[src/rtl/seq_stim_pkg.sv]
// seq_stim_pkg: shared types for the stimulus sequencer.
//   CMD_CNT_W : width of the length/gap fields carried in a command
//   state_t   : playback FSM states
//   cmd_t     : one buffered burst command {len, gap, data}
package seq_stim_pkg;

  localparam int CMD_CNT_W = 8;

  typedef enum logic [1:0] {
    IDLE = 2'd0,
    MARK = 2'd1,
    RUN  = 2'd2,
    GAP  = 2'd3
  } state_t;

  typedef struct packed {
    logic [CMD_CNT_W-1:0] len;
    logic [CMD_CNT_W-1:0] gap;
    logic                 data;
  } cmd_t;

endpackage

[src/rtl/seq_stim_fifo.sv]
// seq_stim_fifo: DEPTH-entry synchronous command FIFO.
//   CLK, ASYNCRESETN : clock, asynchronous active-low reset (empties the FIFO)
//   push, din        : write din at the tail (caller guarantees !full)
//   pop              : advance the head (caller guarantees !empty)
//   head             : command at the head, valid while !empty
//   full, empty      : occupancy flags
module seq_stim_fifo
  import seq_stim_pkg::*;
#(
  parameter int DEPTH = 4
) (
  input  logic CLK,
  input  logic ASYNCRESETN,
  input  logic push,
  input  cmd_t din,
  input  logic pop,
  output cmd_t head,
  output logic full,
  output logic empty
);

  localparam int AW = $clog2(DEPTH);

  // Pointers carry one extra wrap bit so full and empty are distinguishable.
  logic [AW:0] wr_q;
  logic [AW:0] rd_q;
  cmd_t        mem [DEPTH];

  always_ff @(posedge CLK or negedge ASYNCRESETN) begin
    if (!ASYNCRESETN) begin
      wr_q <= '0;
      rd_q <= '0;
    end else begin
      if (push) wr_q <= wr_q + (AW+1)'(1);
      if (pop)  rd_q <= rd_q + (AW+1)'(1);
    end
  end

  // Storage is not reset; the pointers alone define which entries are live.
  always_ff @(posedge CLK) begin
    if (push) mem[wr_q[AW-1:0]] <= din;
  end

  assign head  = mem[rd_q[AW-1:0]];
  assign empty = (wr_q == rd_q);
  assign full  = (wr_q[AW] != rd_q[AW]) && (wr_q[AW-1:0] == rd_q[AW-1:0]);

endmodule

[src/rtl/seq_stim_gen.sv]
// seq_stim_gen: command-driven stimulus sequencer for the Main FF stage.
// Each buffered command plays out as MARK (arr=01), a RUN of max(len,1)
// cycles driving I=data (arr=10 on the first cycle only), then gap idle cycles.
//   CLK, ASYNCRESETN      : clock, asynchronous active-low reset
//   cmd_valid/cmd_ready   : command handshake
//   cmd_len/cmd_gap/data  : command fields
//   I, arr                : registered stimulus outputs
//   busy                  : FSM active or commands pending
//   done                  : high during the final cycle of each command
// CNT_W must match seq_stim_pkg::CMD_CNT_W since commands are stored as cmd_t.
module seq_stim_gen
  import seq_stim_pkg::*;
#(
  parameter int CNT_W = CMD_CNT_W,
  parameter int DEPTH = 4
) (
  input  logic             CLK,
  input  logic             ASYNCRESETN,
  input  logic             cmd_valid,
  output logic             cmd_ready,
  input  logic [CNT_W-1:0] cmd_len,
  input  logic [CNT_W-1:0] cmd_gap,
  input  logic             cmd_data,
  output logic             I,
  output logic [1:0]       arr,
  output logic             busy,
  output logic             done
);

  // Counter load for the RUN phase: a zero length still plays one cycle.
  function automatic logic [CNT_W-1:0] run_load(input logic [CNT_W-1:0] len);
    return (len == '0) ? '0 : len - CNT_W'(1);
  endfunction

  state_t           state_q;
  logic [CNT_W-1:0] cnt_q;
  logic [CNT_W-1:0] len_q;
  logic [CNT_W-1:0] gap_q;
  logic             data_q;
  logic             rdy_q;
  logic             i_q;
  logic [1:0]       arr_q;

  cmd_t wr_cmd;
  cmd_t head;
  logic full;
  logic empty;
  logic push;
  logic pop;
  logic last_c;

  assign wr_cmd = '{len: cmd_len, gap: cmd_gap, data: cmd_data};

  // rdy_q holds cmd_ready low throughout reset and for the release cycle.
  assign cmd_ready = rdy_q && !full;
  assign push      = cmd_valid && cmd_ready;

  // Final cycle of a command: end of RUN with no gap, or end of GAP.
  assign last_c = ((state_q == RUN) && (cnt_q == '0) && (gap_q == '0)) ||
                  ((state_q == GAP) && (cnt_q == '0));

  // Popping in the final cycle chains commands with no IDLE cycle between.
  assign pop  = !empty && ((state_q == IDLE) || last_c);
  assign busy = (state_q != IDLE) || !empty;
  assign done = last_c;
  assign I    = i_q;
  assign arr  = arr_q;

  seq_stim_fifo #(
    .DEPTH (DEPTH)
  ) u_fifo (
    .CLK         (CLK),
    .ASYNCRESETN (ASYNCRESETN),
    .push        (push),
    .din         (wr_cmd),
    .pop         (pop),
    .head        (head),
    .full        (full),
    .empty       (empty)
  );

  // I and arr are registered with the values of the state being entered,
  // so they line up with the FSM state they describe.
  always_ff @(posedge CLK or negedge ASYNCRESETN) begin
    if (!ASYNCRESETN) begin
      state_q <= IDLE;
      cnt_q   <= '0;
      len_q   <= '0;
      gap_q   <= '0;
      data_q  <= 1'b0;
      rdy_q   <= 1'b0;
      i_q     <= 1'b0;
      arr_q   <= 2'b00;
    end else begin
      rdy_q <= 1'b1;
      i_q   <= 1'b0;
      arr_q <= 2'b00;
      case (state_q)
        IDLE: ;
        MARK: begin
          state_q <= RUN;
          cnt_q   <= run_load(len_q);
          i_q     <= data_q;
          arr_q   <= 2'b10;
        end
        RUN: begin
          if (cnt_q != '0) begin
            cnt_q <= cnt_q - CNT_W'(1);
            i_q   <= data_q;
          end else if (gap_q != '0) begin
            state_q <= GAP;
            cnt_q   <= gap_q - CNT_W'(1);
          end
        end
        GAP: begin
          if (cnt_q != '0) cnt_q <= cnt_q - CNT_W'(1);
        end
        default: state_q <= IDLE;
      endcase
      if (last_c) state_q <= IDLE;
      // A pop overrides the finish transition above and starts the next command.
      if (pop) begin
        len_q   <= head.len;
        gap_q   <= head.gap;
        data_q  <= head.data;
        state_q <= MARK;
        arr_q   <= 2'b01;
      end
    end
  end

endmodule

[config.mk]
export PLATFORM = sky130hd
export DESIGN_NAME = seq_stim_gen
export DESIGN_NICKNAME = d
export VERILOG_FILES = /design/src/rtl/seq_stim_pkg.sv /design/src/rtl/seq_stim_fifo.sv /design/src/rtl/seq_stim_gen.sv
export SDC_FILE = /design/constraint.sdc
export NUM_CORES = 1
export LEC_CHECK = 0
export CELL_PAD_IN_SITES_DETAIL_PLACEMENT = 0
export CELL_PAD_IN_SITES_GLOBAL_PLACEMENT = 1
export CORE_ASPECT_RATIO = 0.5
export CORE_MARGIN = 2
export CORE_UTILIZATION = 45
export CTS_BUF_LIST = sky130_fd_sc_hd__clkbuf_16
export CTS_CLUSTER_DIAMETER = 50
export DETAILED_ROUTE_END_ITERATION = 10
export PLACE_DENSITY = 0.78
export SETUP_SLACK_MARGIN = 0.1
export SLEW_MARGIN = 0
export SYNTH_ARGS = -nofsm -noshare
export SYNTH_HDL_FRONTEND = slang
export SYNTH_SLANG_ARGS = --single-unit
[constraint.sdc]
create_clock -name CLK -period 2.25 [get_ports CLK]
set_input_delay 0.225 -clock CLK [delete_from_list [all_inputs] [get_ports CLK]]
set_output_delay 0.225 -clock CLK [all_outputs]
set_load 0.02 [all_outputs]
Word-level counts from Yosys, hierarchy flattened:

Memories as Yosys holds them, arrays and structs flattened. A register that Yosys moved wholly into a read port is not among the register bits.
Index checks and enable logic that the tools add are counted.

* $add $sub $neg: 5
* equal/unequal tests: 10
* muxes and demuxes: 16
* reduce and logical (&&, ||, !) cells: 24

Operators with widths (number)
* 2-to-1 mux 8 bit: 4
* logical NOT 8 bit: 3
* one-hot mux 8 bit (3 select lines): 1
* subtractor 8 x 1 -> 8 bit, second input constant: 3
* nonzero test 8 bit: 2
* 2-to-1 mux 2 bit: 6
* logical AND 1 bit: 7
* adder 3 x 1 -> 3 bit, second input constant: 2
* AND reduction 3 bit: 2
* == test 2 bit, second input constant: 2
* != test 4 x 3 -> 1 bit, second input constant: 1
* != test 4 bit, second input constant: 1
* one-hot mux 2 bit (2 select lines): 1
* nonzero test 4 bit: 1
* == test 3 bit: 1
* logical NOT 1 bit: 3
* logical OR 1 bit: 3
* 2-to-1 mux 1 bit: 3
* != test 3 x 1 -> 1 bit, second input constant: 1
* nonzero test 3 bit: 1
* == test 2 x 1 -> 1 bit, second input constant: 1
* == test 2 bit: 1
* logical NOT 2 bit: 1
* != test 2 x 1 -> 1 bit, second input constant: 1
* other kinds (3): 3

* register bits: 20
* RAM bits: 68
* input bits: 20
* output and inout port bits: 6
* memories: 1

Memory list
* u_fifo.mem: words 4, width 17, rd ports 1, clocked after memory_dff 1, wr ports 1, RTL line seq_stim_fifo.sv:27 `cmd_t mem [DEPTH];`

Depth between registers and ports, before layout:

* depth in word-level cells: 8
* mapped depth: 8
* depth with buffers taken out: 7

By module:

Synthesis repeated with hierarchy kept, for this count alone.

* cells, all modules: 324
* area, all modules: 4849.7 um^2

Modules (own cells, without submodules)
* seq_stim_fifo: times used 1, cells each 119, area each 2842.7 um^2, sequential area each 2192.1 um^2
* seq_stim_gen: times used 1, cells each 205, area each 2006.9 um^2, sequential area each 775.7 um^2

Worst setup path before layout:

No wires, ideal clock.

* path type: flip-flop to flip-flop
* start point: reg u_fifo.rd_q[1]
* end point: mem u_fifo.mem[3][0] in the netlist's numbering (enable)
* arrival time: 2.124 ns
* slack: -0.250 ns
* cell stages (with the launch flop): 6
* period minus slack after synthesis: 2.500 ns
* path through: dfrtp_1 -> buf_2 -> xor2_1 -> nor2_1 -> a21boi_0 -> and3_1

* cells in the longest elaborated chain, start to end: 7

Ends and longest elaborated chain
* start: declaration: RTL line seq_stim_fifo.sv:26 `logic [AW:0] rd_q;`
* start signal: assignment: RTL line seq_stim_fifo.sv:35 `if (pop) rd_q <= rd_q + (AW+1)'(1);`
* == test 2 bit: RTL line seq_stim_fifo.sv:46 `assign full = (wr_q[AW] != rd_q[AW]) && (wr_q[AW-1:0] == rd_q[AW-1:0]);`
* logical AND 1 bit: RTL line seq_stim_fifo.sv:46
* logical NOT 1 bit: RTL line seq_stim_gen.sv:55 `assign cmd_ready = rdy_q && !full;`
* logical AND 1 bit: RTL line seq_stim_gen.sv:55
* named net cmd_ready: RTL line seq_stim_gen.sv:20 `output logic cmd_ready,`
* logical AND 1 bit: RTL line seq_stim_gen.sv:56 `assign push = cmd_valid && cmd_ready;`
* 2-to-1 mux 1 bit: RTL line seq_stim_fifo.sv:41 `if (push) mem[wr_q[AW-1:0]] <= din;`
* 2-to-1 mux 1 bit (not written as such): RTL line seq_stim_fifo.sv:41
* end: declaration: RTL line seq_stim_fifo.sv:27

The timed path passes the listed nets, and every way through them passes these cells.

Final worst setup path:

* start point: reg state_q[0]
* end point: reg cnt_q[5]

* cells in the longest elaborated chain, start to end: 3
* elaborated cells between the ends (all ways): 8
* those cells by class: 5 x eq/ne; 1 x mux; 2 x reduce/logical

Ends and longest elaborated chain
* start: declaration: RTL line seq_stim_gen.sv:35 `state_t state_q;`
* start signal: assignment: RTL line seq_stim_gen.sv:86 `state_q <= IDLE;`
* start signal: assignment: RTL line seq_stim_gen.sv:101 `state_q <= RUN;`
* start signal: assignment: RTL line seq_stim_gen.sv:111 `state_q <= GAP;`
* == test 2 bit or == test 2 x 1 -> 1 bit (tied branches): RTL line seq_stim_gen.sv:98 `case (state_q)`
* != test 3 x 1 -> 1 bit (no line) (tied with other cells)
* AND reduction 3 bit (no line)
* end signal: assignment: RTL line seq_stim_gen.sv:102 `cnt_q <= run_load(len_q);`
* end signal: assignment: RTL line seq_stim_gen.sv:108 `cnt_q <= cnt_q - CNT_W'(1);`
* end signal: assignment: RTL line seq_stim_gen.sv:112 `cnt_q <= gap_q - CNT_W'(1);`
* end: declaration: RTL line seq_stim_gen.sv:36 `logic [CNT_W-1:0] cnt_q;`

Parallel ways exist; a longest one is shown, timed or not.
A chain may end at the register's enable or synchronous reset.

==> results.md <==
* Status: finished clean
* Fin. Hold Viols at 0
* Hold path depth at 1
* Initial drt markers at 178
* Root Driver: clkbuf_16
* # clock sinks at 105
* Minimum clock period at 2.08 ns
* RR Endpoint: cnt_q[5]
* Synthesized instance count at 325
* Worst-path fanout max at 4
* Top-area cell type share of the netlist area at 42.9%
* Critical R2R Launch: state_q[0]
* Final net count at 401
* Post-layout power at 7840 uW
* Register-to-register setup slack at 0.17 ns
* Fin crit share at 92.6%
* I/O pin count at 26
* Peak VDD IR at 0.472 mV
* Syn Nets at 358
* Slew headroom at 45.5%
* Endpoints failing setup at 0
* Clock buffer depth at 2
* Top post-synthesis cells by area: edfxtp_1 (43%), dfrtp_1 (19%), mux4_2 (8.0%)
* RD Place Congestion at 0.889
* Final Skew at 0.00514 ns
* Layout cells sized above 1 at 21.7%
* Synthesized area per cell at 14.6 um^2
* Number of fill cells at 839
* P&R area growth vs syn at 18.1%
* Cell taking the most area after synthesis: edfxtp_1
* Detail Placement HPWL at 6.33 mm
* Pin count of the biggest net entering global routing at 38
* Chip width at 149 um
* Post-route ant nets at 0
* Die ar. at 11,500 um^2
* Post-Route WL at 9.29 mm
* Vias per inst at 5.54
* Setup crit end kind: register
* CP Launch Type: register
* Worst-Skew Late Latency at 0.35 ns
* Global Route Usage Sum at 17.8%
* Worst Path Arrival at 2.31 ns
* Total CTS buffers at 9
* RSZ-0062 raised after global routing: true
* Max Cap Viol at 0
* DR pass1 iterations at 4
* Leak at 0.00205 uW
* Final slew viol count at 0
* Avg WL per Cell at 18.1 um
* Most numerous cell in the Yosys netlist: edfxtp_1
* WP data required at 2.47 ns
* Fmax at 0.480 GHz
* R2R cell count at 7
* Core region area at 10,200 um^2
* Die Ht at 76.7 um
* N_diodes at 0
* Post-synthesis cell area at 4760 um^2
* DRC Markers at 0
* Starting density of the core at 46.4%
* Number of antenna violations at the first check in global routing at 0
* Min-delay worst type: register to register
* Grt ovf at 0
* Post-synth cell types at 57
* Cell Area, Placed at 5250 um^2
* Post-synth EDFFs at 68
* CTS tree: done
* H-tree depth at 3
* Ys flop type: edfxtp_1
* Post-synth ARST share at 35.2%
* Setup TNS Final at 0 ns
* Row Count at 26
* First-pass GRT wire length at 15.4 mm
* Port bufs at 25
* Fraction of the yosys area taken by sequential cells at 62.4%
* Vias at 2,843
* Synth cell count leaders: edfxtp_1 (68), dfrtp_1 (37), mux4_2 (17), o21ai_0 (17)
* Power Density at 1400 nW/um^2
* Vias in the first global route at 2,983
* Hold wc startpoint: u_fifo.wr_q[2]
* Reg clk slew, reported paths at 0.07 ns
* Critical path class: register to register
* WHS Endpoint: u_fifo.wr_q[2]
* Final Cell Area at 5620 um^2
* Yosys warning total at 0
* Worst-Margin Slew at 0.817 ns
* FF+latch count, synth at 105
[registers in the layout, indices dropped and copies added, names as in the netlist]
signal / count
gap_q: 8
u_fifo.rd_q: 3
len_q: 8
data_q: 1
cnt_q: 8
state_q: 2
arr: 2
rdy_q: 1
I: 1
u_fifo.mem: 68
u_fifo.wr_q: 3
[cells by family (layout without fill, tap and decap cells)]
logic type,Yosys count,in the layout,share of synthesized area (%)
DFF,105,105,62.4
and+or+nand+nor,80,80,9.54
AOI/OAI and AO/OA,54,54,7.71
muxes,33,33,11.8
buffers and inverters,24,72,2.29
xor gates and xnor gates,15,15,2.76
adders and majority gates,13,13,3.42
other,1,1,0.0788
[per-layer routing]
metal  GRT usage (%)  share of wire [%]  up-vias
met5               0                  0        -
met4            5.14                1.0        0
met3            4.17                3.7        9
met2            28.0                 47       53
met1            24.9                 48     1446
li1                -                  -     1335
[final cells by class]
cell class	count	area, um^2	area share [%]
clock buffer	9	225	4.01
clock inverter	7	63.8	1.14
inverter	14	52.6	0.935
multi-input combinational	196	1750	31.2
sequential	105	2970	52.8
tap	140	175	3.12
timing repair buffer	42	384	6.83
[metrics by stage]
step / setup WS (ns) / hold WS, ns / util [%] / cells
after floorplan: 0.184 / -0.0706 / - / 325
after global placement: 0.149 / 0.374 / 51.3 / 495
after detailed placement: 0.0999 / 0.372 / 51.3 / 495
after CTS: 0.0239 / 0.494 / 54.3 / 512
after global routing: 0.00266 / 0.513 / 54.9 / 513
final: 0.166 / 0.501 / 54.9 / 513
[power by group]
part | switching (uW) | internal (uW)
Sequential | 454 | 2560
Clock | 744 | 772
Combinational | 1740 | 1570
[worst max path at each step]
stage | start | endpoint | slack (ns)
final | state_q[0] | cnt_q[5] | 0.17
after global routing | state_q[0] | done | 0.003
after CTS | cnt_q[0] | done | 0.02
after detailed placement | cnt_q[0] | cnt_q[5] | 0.1
after global placement | state_q[0] | cnt_q[5] | 0.15
after floorplan | u_fifo.rd_q[1] | u_fifo.mem[3][0] | 0.18
[what timing repair did]
action | in CTS | in global routing
hold endpoints to repair | 25 | 0
hold buffers | 1 | 0
buffers inserted | 0 | 1
endpoints found under the setup margin | 4 | 9
pin swaps | 0 | 1
gates resized for setup | 6 | 11
[worst max-delay path: stages, from the launching register on]
cell and delay [ns]:
dfrtp_1 0.41, inv_1 0.09, ha_1 0.22, or2_2 0.31, a41oi_4 0.28, nor2_4 0.09, a221o_1 0.27, o32a_1 0.30
[cells in the final DEF (no fill, tap or decap), types with 8 or more instances in the layout]
cell	Yosys	layout
nand2_1	16	16
inv_1	14	14
nor3_1	10	9
dfrtp_1	37	37
nor2_1	16	15
buf_4	2	15
o21ai_0	17	17
mux2_1	8	8
mux4_2	17	17
a21oi_1	10	10
edfxtp_1	68	68
clkdlybuf4s50_1	0	21
ha_1	13	12
xor2_1	10	10
mux2_2	8	8
clkbuf_16	0	9
Note: power is estimated with default switching activity, not from simulation.
